**src/rtl/lc3_pkg.sv**
```systemverilog
// Shared encodings for the LC-3 MAR address generator: source modes and
// controller states.
package lc3_pkg;

  typedef enum logic [1:0] {
    MODE_IMM    = 2'b00,
    MODE_OFFSET = 2'b01,
    MODE_IND    = 2'b10,
    MODE_RSVD   = 2'b11
  } mode_e;

  typedef enum logic [1:0] {
    ST_IDLE     = 2'b00,
    ST_IND_REQ  = 2'b01,
    ST_IND_WAIT = 2'b10
  } state_e;

endpackage

```
**src/rtl/lc3_ext.sv**
```systemverilog
// Combinational immediate extender: widens IN_W bits to OUT_W bits, either
// sign-extending (SIGNED=1) or zero-extending (SIGNED=0).
module lc3_ext #(
  parameter int IN_W   = 8,
  parameter int OUT_W  = 16,
  parameter int SIGNED = 1
) (
  input  logic [IN_W-1:0]  i_in,
  output logic [OUT_W-1:0] o_out
);

  if (SIGNED != 0) begin : g_sext
    logic signed [IN_W-1:0] w_in_s;
    assign w_in_s = i_in;
    // Size cast of a signed operand replicates the sign bit.
    assign o_out  = OUT_W'(w_in_s);
  end else begin : g_zext
    assign o_out = OUT_W'(i_in);
  end

endmodule

```
**src/rtl/lc3_addr_gen.sv**
```systemverilog
// LC-3 MAR address generator: loads MAR from an extended immediate, a
// precomputed offset address, or a pointer fetched from memory.
import lc3_pkg::*;

module lc3_addr_gen #(
  parameter int ADDR_W   = 16,
  parameter int IMM_W    = 8,
  parameter int SEXT_IMM = 1
) (
  input  logic              i_clk,
  input  logic              i_rst_n,
  input  logic              i_start,
  input  logic [1:0]        i_mode,
  input  logic [IMM_W-1:0]  i_imm,
  input  logic [ADDR_W-1:0] i_offset_addr,
  input  logic              i_abort,
  output logic              o_mem_req,
  output logic [ADDR_W-1:0] o_mem_addr,
  input  logic              i_mem_rdy,
  input  logic              i_mem_rvalid,
  input  logic [ADDR_W-1:0] i_mem_rdata,
  output logic [ADDR_W-1:0] o_mar,
  output logic              o_mar_valid,
  output logic              o_busy,
  output logic              o_err
);

  state_e            r_state;
  logic [ADDR_W-1:0] r_mar;
  logic [ADDR_W-1:0] r_mem_addr;
  logic              r_mem_req;
  logic              r_mar_valid;
  logic              r_err;
  logic [ADDR_W-1:0] w_imm_ext;

  lc3_ext #(
    .IN_W  (IMM_W),
    .OUT_W (ADDR_W),
    .SIGNED(SEXT_IMM)
  ) u_ext (
    .i_in (i_imm),
    .o_out(w_imm_ext)
  );

  always_ff @(posedge i_clk or negedge i_rst_n) begin
    if (!i_rst_n) begin
      r_state     <= ST_IDLE;
      r_mar       <= '0;
      r_mem_addr  <= '0;
      r_mem_req   <= 1'b0;
      r_mar_valid <= 1'b0;
      r_err       <= 1'b0;
    end else begin
      r_mar_valid <= 1'b0;
      r_err       <= 1'b0;
      // Abort outranks start in IDLE and rvalid in IND_WAIT.
      if (i_abort) begin
        r_state   <= ST_IDLE;
        r_mem_req <= 1'b0;
      end else begin
        case (r_state)
          ST_IDLE: begin
            if (i_start) begin
              case (i_mode)
                MODE_IMM: begin
                  r_mar       <= w_imm_ext;
                  r_mar_valid <= 1'b1;
                end
                MODE_OFFSET: begin
                  r_mar       <= i_offset_addr;
                  r_mar_valid <= 1'b1;
                end
                MODE_IND: begin
                  r_mem_addr <= i_offset_addr;
                  r_mem_req  <= 1'b1;
                  r_state    <= ST_IND_REQ;
                end
                default: r_err <= 1'b1;
              endcase
            end
          end
          ST_IND_REQ: begin
            // rvalid is deliberately not looked at here, even on the accept cycle.
            if (i_mem_rdy) begin
              r_mem_req <= 1'b0;
              r_state   <= ST_IND_WAIT;
            end
          end
          ST_IND_WAIT: begin
            if (i_mem_rvalid) begin
              r_mar       <= i_mem_rdata;
              r_mar_valid <= 1'b1;
              r_state     <= ST_IDLE;
            end
          end
          default: begin
            r_state   <= ST_IDLE;
            r_mem_req <= 1'b0;
          end
        endcase
      end
    end
  end

  assign o_mem_req   = r_mem_req;
  assign o_mem_addr  = r_mem_addr;
  assign o_mar       = r_mar;
  assign o_mar_valid = r_mar_valid;
  assign o_err       = r_err;
  assign o_busy      = (r_state != ST_IDLE);

endmodule

```
**config.mk**
```make
export PLATFORM = sky130hd
export DESIGN_NAME = lc3_addr_gen
export DESIGN_NICKNAME = d
export VERILOG_FILES = /design/src/rtl/lc3_pkg.sv /design/src/rtl/lc3_ext.sv /design/src/rtl/lc3_addr_gen.sv
export SDC_FILE = /design/constraint.sdc
export NUM_CORES = 1
export LEC_CHECK = 0
export CORE_ASPECT_RATIO = 1.4
export CORE_MARGIN = 3
export CORE_UTILIZATION = 42
export CTS_CLUSTER_DIAMETER = 80
export DETAILED_ROUTE_END_ITERATION = 7
export GPL_ROUTABILITY_DRIVEN = 0
export HOLD_SLACK_MARGIN = 0.1
export PLACE_DENSITY = 0.8
export SYNTH_ARGS = -nofsm -noshare
export SYNTH_HDL_FRONTEND = slang
export SYNTH_SLANG_ARGS = --single-unit
```
**constraint.sdc**
```tcl
create_clock -name i_clk -period 1.8 [get_ports i_clk]
set_input_delay 0.36 -clock i_clk [delete_from_list [all_inputs] [get_ports i_clk]]
set_output_delay 0.36 -clock i_clk [all_outputs]
set_load 0.005 [all_outputs]
```
## Word level (Yosys, flattened, before mapping)

Index checks and enable logic that the tools add are counted.

- Logic and storage cells: 53
- Input bits: 48
- Output and inout port bits: 36
- Flip-flop bits (word level): 37

- Equal/unequal tests: 12
- Bitwise gates (word level): 1
- Reductions and logical operators: 10
- Muxes and demuxes: 24

Operators with widths:

| cell | number |
|---|---|
| 16-bit one-hot mux with 2 select lines | 2 |
| 16-bit 2-to-1 mux | 2 |
| 1-bit 2-to-1 mux | 12 |
| 4-bit AND reduction | 3 |
| 2-bit 2-to-1 mux | 5 |
| 3-bit inequality test (second input constant) | 3 |
| 2-bit inequality test (second input constant) | 3 |
| 2-bit one-hot mux with 3 select lines | 1 |
| 5-bit AND reduction | 1 |
| 2-bit by 1-bit equality test with 1-bit output (second input constant) | 2 |
| 2-bit equality test (second input constant) | 2 |
| 2-bit zero test | 2 |
| 2-bit nonzero test | 2 |
| 3-bit by 1-bit inequality test with 1-bit output (second input constant) | 1 |
| 3-bit by 2-bit inequality test with 1-bit output (second input constant) | 1 |
| 1-bit one-hot mux with 3 select lines | 1 |
| 3-bit OR reduction | 1 |
| 1-bit one-hot mux with 2 select lines | 1 |
| 2-bit OR reduction | 1 |
| 1-bit inverter | 1 |

## Longest topological paths before layout

- Depth after elaboration: 6
- Mapped depth: 6

## Cells and area by module

Synthesis repeated with hierarchy kept, for this count alone.

- Cell total of the unflattened synthesis: 185
- Area total of the unflattened synthesis: 1995.7 sq um

By module, submodules not included:

| module | cells an instance | instances | area each (sq um) |
|---|---|---|---|
| lc3_addr_gen | 169 | 1 | 1875.5 |
| lc3_ext | 16 | 1 | 120.1 |

## Worst setup path after synthesis

OpenSTA, ideal clock, no wires.

- Path kind: flip-flop to flip-flop
- Start point: register r_state[1]
- End point: register r_mar[2], in the netlist o_mar[2]
- Path slack: 0.184 ns
- Required time: 1.705 ns
- Arrival: 1.520 ns
- Setup time: 0.095 ns
- Period minus slack after synthesis: 1.616 ns
- Stages on the path, launching flop included: 7
- Cell sequence: dfrtp_1 buf_6 or3b_4 and2_4 buf_6 buf_6 o32ai_2

- Word-level cells in the longest chain between the ends: 3

RTL lines:

| item | RTL line | text |
|---|---|---|
| start: declaration | lc3_addr_gen.sv:28 | `state_e r_state;` |
| start signal: assignment | lc3_addr_gen.sv:47 | `r_state <= ST_IDLE;` |
| start signal: assignment | lc3_addr_gen.sv:58 | `r_state <= ST_IDLE;` |
| start signal: assignment | lc3_addr_gen.sv:76 | `r_state <= ST_IND_REQ;` |
| 2-bit equality test / 2-bit zero test (equally long branches) | lc3_addr_gen.sv:61 | `case (r_state)` |
| 2-bit inequality test (no line) (tied with other cells) | -- |  |
| 5-bit AND reduction (no line) | -- |  |
| end signal: assignment | lc3_addr_gen.sv:66 | `r_mar <= w_imm_ext;` |
| end signal: assignment | lc3_addr_gen.sv:70 | `r_mar <= i_offset_addr;` |
| end signal: assignment | lc3_addr_gen.sv:91 | `r_mar <= i_mem_rdata;` |
| end: declaration | lc3_addr_gen.sv:29 | `logic [ADDR_W-1:0] r_mar;` |

Several ways; a longest one is shown, not always the timed one.
A chain may end at the register's enable or synchronous reset.

## Worst setup path in the final report

- Start point: register r_state[1]
- End point: output port o_busy

- Word-level cells in the longest chain between the ends: 1

RTL lines:

| item | RTL line | text |
|---|---|---|
| 2-bit nonzero test | lc3_addr_gen.sv:110 | `assign o_busy = (r_state != ST_IDLE);` |
| end: declaration | lc3_addr_gen.sv:24 | `output logic o_busy,` |

Every way passes these cells.

==> results.cfg <==
[drt]
viasPerCell = 5.14
wl_met3_um = 255
final_antenna_net_count = 0
drt-met1-wl_mm = 2.14
top_layer = met4
drt_drc_violations_left = 0
drt_iter0_drc = 51
wl_mm = 5.26
vias = 1651
routed-wl-met2_mm = 2.78
wl_per_cell_um = 16.4
dr.pass1.iters = 4

[critical_path]
crit_slowest_cell = dfrtp_1
reg2reg_slack_ns = 0.22
cp.depth = 3
r2r_cells = 4
crit_arrival_ns = 1.37
critPathKind = reg -> out
path_cells = buf_4 > or2_2 > dlygate4sd2_1
critPathBufInv = 2
crit_start = r_state[1]$_DFFE_PN0P_
cp.required_ns = 1.44
max_stage_delay_ns = 0.38
reg2reg_to = o_mar[12]$_DFFE_PN0P_
startpoint_type = flop
worstPathMaxFanout = 8
crit_path_end_kind = output port
r2r-start = r_state[1]$_DFFE_PN0P_
cpLargestDelayFamily = buffers and inverters

[layout]
drive_above_1_share_pct = 21.5
fin_area_sq_um = 3010
syn_to_final_growth_pct = 53.4
antenna_cells = 0
fill_cells = 344
stdcell_count = 321
layout.nets = 308

[clock_network]
cts_resized = 2
clkSinkCount = 37
cts_tree = built
postCtsSetupBuffers = 0
cts_hold_buf = 0
clockBufferDepth = 2
cts_max_level = 2
cts.clk_slew.worst_paths_ns = 0.07
clockRootBuffer = clkbuf_8
cts_made_buffers = 5
clock_latency_ns = 0.29

[sta]
holdWs_ns = 0.120
finalSetupViolations = 0
max-slew-margin-rel_pct = 58.2
tightest_slew_ns = 0.624
min_period_ns = 1.73
fmaxAchievable_mhz = 580
finClkSkew_ns = 0.00432
setup_tns_ns = 0
drv_slew = 0
hold_viol = 0
post-route-period-util_pct = 95.9
rsz0062_at_grt = false

[hold_path]
hold_path.class = in -> async

[synth]
ys_seq_area_share_pct = 47.2
ys_top_cells_by_count = dfrtp_1 (37), inv_1 (17), o21ai_0 (17)
synth_top_area_share_pct = 47.2
post-synth-top-count-cell = dfrtp_1
netlist_area_sq_um = 1960
synth_xor_area_share_pct = 0
synth_top_family_by_area = compound AO/OA/AOI/OAI gates
yosysTopAreaCell = dfrtp_1
yosys.area_share.simple_pct = 13.1
yosysUniqueCellTypes = 28
synthAdderAreaFrac_pct = 0
synthesis.nets = 219
muxShareOfSynthArea_pct = 9.19
synth_compound_area_share_pct = 22.7
syn_area_per_cell_sq_um = 11.5
syn_inst = 171
synthFlopType = dfrtp_1
synth-edff-count = 0
async_flop_share_pct = 100
synthTopCellsByArea = dfrtp_1 (47%), mux2_2 (9.2%), o32ai_2 (8.3%)
synth_seq_cells = 37
yosys_warnings = 0

[placement]
dpl_cell_area_sq_um = 2920
dp_hpwl_mm = 3.98
numPortBuffers = 83
placedCellCount = 313

[floorplan]
start_util_pct = 44.8
core_sq_um = 4380
die-height_um = 86.8
io_pins = 84
dieArea_sq_um = 5540
die_w_um = 63.7
rows = 28

[global_routing]
antenna_found_initial = 0
grt_overflow = 0
grt.total_usage_pct = 20.4
grt_first_pass_wirelength_mm = 8.60
grt_max_degree = 38
grt_pass1_vias = 1811

[power]
power_density_nw_per_um2 = 831
peakVddDrop_v = 0.000622
leakage_nw = 1.31

[flow_run]
max_cap_viol_count = 0

[outcome]
status = complete, no violations
==> cells in the final DEF (no fill, tap or decap), drive strengths merged <==
master         count
nand4b             1
and2               1
o21ai             17
nand2              3
nor2b              1
nand2b             2
a21boi             1
a211oi            16
clkdlybuf4s50     81
or3b               1
nor2               2
or2                1
nor3               3
o22a               1
and4               1
nor4bb             1
dfrtp             37
and3b             16
buf               16
clkbuf             6
inv               17
mux2              16
dlygate4sd2        1
clkinv             2
a21oi              1
o32ai             16
==> where the power goes <==
part,internal (mW),switching [mW]
registers,1.00,0.0910
clock network,0.268,0.292
logic,0.561,0.285
total,1.83,0.668
==> final cells by class <==
class / instances / area, sq um / share of cell area [%]
clock buffers: 6 / 72.6 / 2.41
clock inverters: 2 / 10.0 / 0.333
inverters: 17 / 63.8 / 2.12
multi-input cells: 101 / 886 / 29.5
flip-flops and latches: 37 / 926 / 30.8
well taps: 60 / 75.1 / 2.50
repair buffers: 98 / 975 / 32.4
==> metal layers <==
metal | track usage [%] | vias up
met5 | 0 | -
met4 | 7.27 | 0
met3 | 4.67 | 8
met2 | 36.8 | 56
met1 | 23.5 | 778
li1 | - | 809
==> worst register-to-register path, delay by kind of cell (launching register included) <==
family	cells	cell delay, ns
and+or+nand+nor	2	0.65
DFF	1	0.38
AOI/OAI and AO/OA	1	0.29
buffers and inverters	1	0.16
==> state kept, by name (all words and copies together), names as in the netlist <==
| signal | cells |
|---|---|
| r_state | 2 |
| o_mar_valid | 1 |
| o_mem_req | 1 |
| o_mar | 16 |
| o_mem_addr | 16 |
| o_err | 1 |
==> how the worst max path moves through the flow <==
stage                             to  slack, ns
2_1_floorplan   o_mar[2]$_DFFE_PN0P_       0.18
3_3_place_gp   o_mar[10]$_DFFE_PN0P_      -0.07
3_5_place_dp   o_mar[10]$_DFFE_PN0P_      -0.15
4_1_cts                       o_busy       0.05
5_1_grt                       o_busy       0.02
6_report                      o_busy       0.07
==> stage by stage <==
step / util (%) / power (mW) / setup slack [ns]
final: 68.7 / 2.50 / 0.0745
after global routing: 68.7 / 2.63 / 0.0198
after CTS: 68.7 / 2.54 / 0.0526
after detailed placement: 66.8 / 1.96 / -0.147
after global placement: 66.8 / 1.94 / -0.0726
after floorplan: - / 1.40 / 0.184
==> cell families after synthesis <==
logic type,count (synthesis)
compound gates,52
simple gates,33
buf+inv,33
mux,16
flops,37
Power figures use the tool's default switching activity.
==> RTL change: new RTL, same settings <==
The 3 states of `state_e` get a one-hot encoding in 3 bits.
--- a/src/rtl/lc3_pkg.sv
+++ b/src/rtl/lc3_pkg.sv
@@ -10,8 +10,8 @@
   } mode_e;
 
-  typedef enum logic [1:0] {
-    ST_IDLE     = 2'b00,
-    ST_IND_REQ  = 2'b01,
-    ST_IND_WAIT = 2'b10
+  typedef enum logic [2:0] {
+    ST_IDLE     = 3'b001,
+    ST_IND_REQ  = 3'b010,
+    ST_IND_WAIT = 3'b100
   } state_e;
 
Check against the original RTL: same outputs for any inputs over 4 cycles, from zero or initial values and one cycle with i_rst_n low; so few cycles prove little.
==> RTL change against the original RTL <==
  * Worst hold slack improved by 0.37 ns
  * Count of clock-buffer cells in the layout shrank 1
  * Combinational power down 1%
  * Via count decreased by 4.4%
  * Setup slack worse by 0.018 ns
  * Sequential cell count grew 1
  * Register-to-register slack got worse by 0.16 ns
  * Sequential power increased by 4%
  * Area after synthesis decreased by 1.9%
  * Cell area increased by 2.7%
  * Total power increased by 6.7%
  * Routed wire length down 7.4%
  * Synthesized cell count is 8.8% lower
  * Critical path type is now register to register
  * Largest power group unchanged
  * Highest routed layer unchanged
==> RTL change: results (changes against the original RTL) <==
- The global routing usage summed across all routing layers is 18.95% (was 20.41%).
- The detailed-router iteration count before antenna repair was 4 (unchanged).
- The worst clock skew came to 0.007475 ns (was 0.004315 ns).
- The number of H-tree levels is 2 (unchanged).
- The slew at the pin with the worst max-slew slack is 0.5138 ns (was 0.6244 ns).
- The peak supply drop is 482.0 uV (was 621.7 uV).
- The setup slack at placement is -0.1263 ns (was -0.1468 ns).
- The wire length after detailed routing came to 4875 um (was 5262 um).
- The number of buffers between clock root and the deepest sink is 2 (unchanged).
- The first-pass GRT wire length was 8004 um (was 8597 um).
- The number of clock buffers inserted by TritonCTS is 5 (unchanged).
- The number of unique standard cell types used by synthesis was 33 (was 28).
- The cell at the root of the clock tree is clkbuf_8 (unchanged).
- The fill cell instance count of the final layout is 327 (was 344).
- Top area cells in the synthesized netlist: dfrtp_1 48%, mux2_2 12%, mux2_4 7.0% (was dfrtp_1 47%, mux2_2 9.2%, o32ai_2 8.3%).
- The post-synthesis sequential area ratio is 49.48% (was 47.22%).
- The largest driver fanout on the critical path is 20 (was 8).
- The net count of the mapped netlist is 204 (was 219).
- The type of the most critical hold path is register to register (was input pin to asynchronous set/reset pin).
- The ratio of cells with drive above 1 in the final layout came to 31.80% (was 21.46%).
- The detailed placement HPWL came to 3847 um (was 3981 um).
- Result of the run: finished, final reports clean (unchanged).
- The largest net degree at the start of global routing is 22 (was 38).
- The via count of the first global-routing pass came to 1683 (was 1811).
- Leading post-synthesis cells by instance count: 37 x dfrtp_1, 20 x mux2_2, 15 x nor2_2 (was 37 x dfrtp_1, 17 x inv_1, 17 x o21ai_0).
- The fraction of synthesis flops using an asynchronous set or reset pin is 100.0% (unchanged).
- The first-iteration detailed-routing DRC count was 39 (was 51).
- The via count of the routed design is 1578 (was 1651).
- The number of antenna cells inserted is 0 (unchanged).
- The leakage component of the power is 0.001306 uW (was 0.001311 uW).
==> RTL change: cell count changes after synthesis, moves of 9 or more <==
cell / delta
a211oi_1: -16
a31oi_1: +9
and3b_1: -16
clkbuf_1: -10
inv_1: -16
mux2_4: +9
nor2_2: +15
o21ai_0: -16
o32ai_2: -10
==> RTL change: what timing repair did <==
item | CTS | global route
hold buffers | 1 | 0
hold endpoints to repair | 19 | 0
setup buffers | 2 | 0
endpoints found under the setup margin | 1 | 0
resized for setup | 2 | 0
==> RTL change: kinds of logic (layout without fill, tap and decap cells) <==
logic type | count (synthesis) | count (layout) | synth area share, %
xor gates and xnor gates | 1 | 1 | 0.4552
DFF | 38 | 38 | 49.48
AOI/OAI and AO/OA | 22 | 22 | 7.607
buffers and inverters | 11 | 116 | 4.356
muxes | 39 | 39 | 24.12
and+or+nand+nor | 45 | 45 | 13.98
==> RTL change: path summary, 6_finish.rpt <==
path / from / end / slack [ns] / depth (start not counted)
setup / recovery: r_state[1] / o_mar[14] / 0.06 / 6
hold / removal: o_mem_addr[15] / o_mem_addr[15] / 0.49 / 1
setup reg to reg: r_state[1] / o_mar[14] / 0.06 / 6
hold reg to reg: o_mem_addr[15] / o_mem_addr[15] / 0.49 / 1
max in group asynchronous: i_rst_n / o_mem_addr[7] / 0.75 / 3
min in group asynchronous: i_rst_n / o_mem_addr[5] / 0.57 / 2
==> RTL change: critical path, cell delays in order, from the launching register on <==
cell,delay (ns)
dfrtp_2,0.40
buf_4,0.15
or3b_1,0.44
buf_12,0.19
nor2_1,0.11
a31oi_1,0.07
mux2_2,0.27
==> RTL change: cell type report <==
cell class	count	area, um^2	area share [%]
flip-flops and latches	38	953.4	30.86
clock buffers	5	68.82	2.228
well taps	60	75.07	2.430
repair buffers	107	1057	34.22
multi-input cells	107	890.9	28.84
inverters	1	3.754	0.1215
clock inverters	3	40.04	1.296
==> RTL change: power by group <==
part / leakage [uW] / total, uW / switching [uW] / internal [uW]
combinational: 0.000786 / 835 / 237 / 598
clock: 0.0000579 / 703 / 295 / 408
sequential: 0.000462 / 1130 / 96.4 / 1030
total: 0.00131 / 2670 / 629 / 2040
==> RTL change: per-layer routing <==
layer / vias to the layer above / share of wire, % / track usage (%)
met4: 0 / 2.3 / 9.037
met3: 11 / 5.1 / 4.063
met1: 745 / 37 / 19.61
met2: 59 / 56 / 35.83
met5: - / 0 / 0
li1: 763 / - / -
==> RTL change: stage by stage <==
stage               instance area, um^2  util, %  hold slack, ns  cells
floorplan                          1924        -         0.06441    156
global placement                   2955    68.58          0.3534    310
detailed placement                 2955    68.58          0.3623    310
CTS                                3089    71.69          0.4967    321
global route                       3089    71.69          0.5222    321
finish                             3089    71.69          0.4912    321
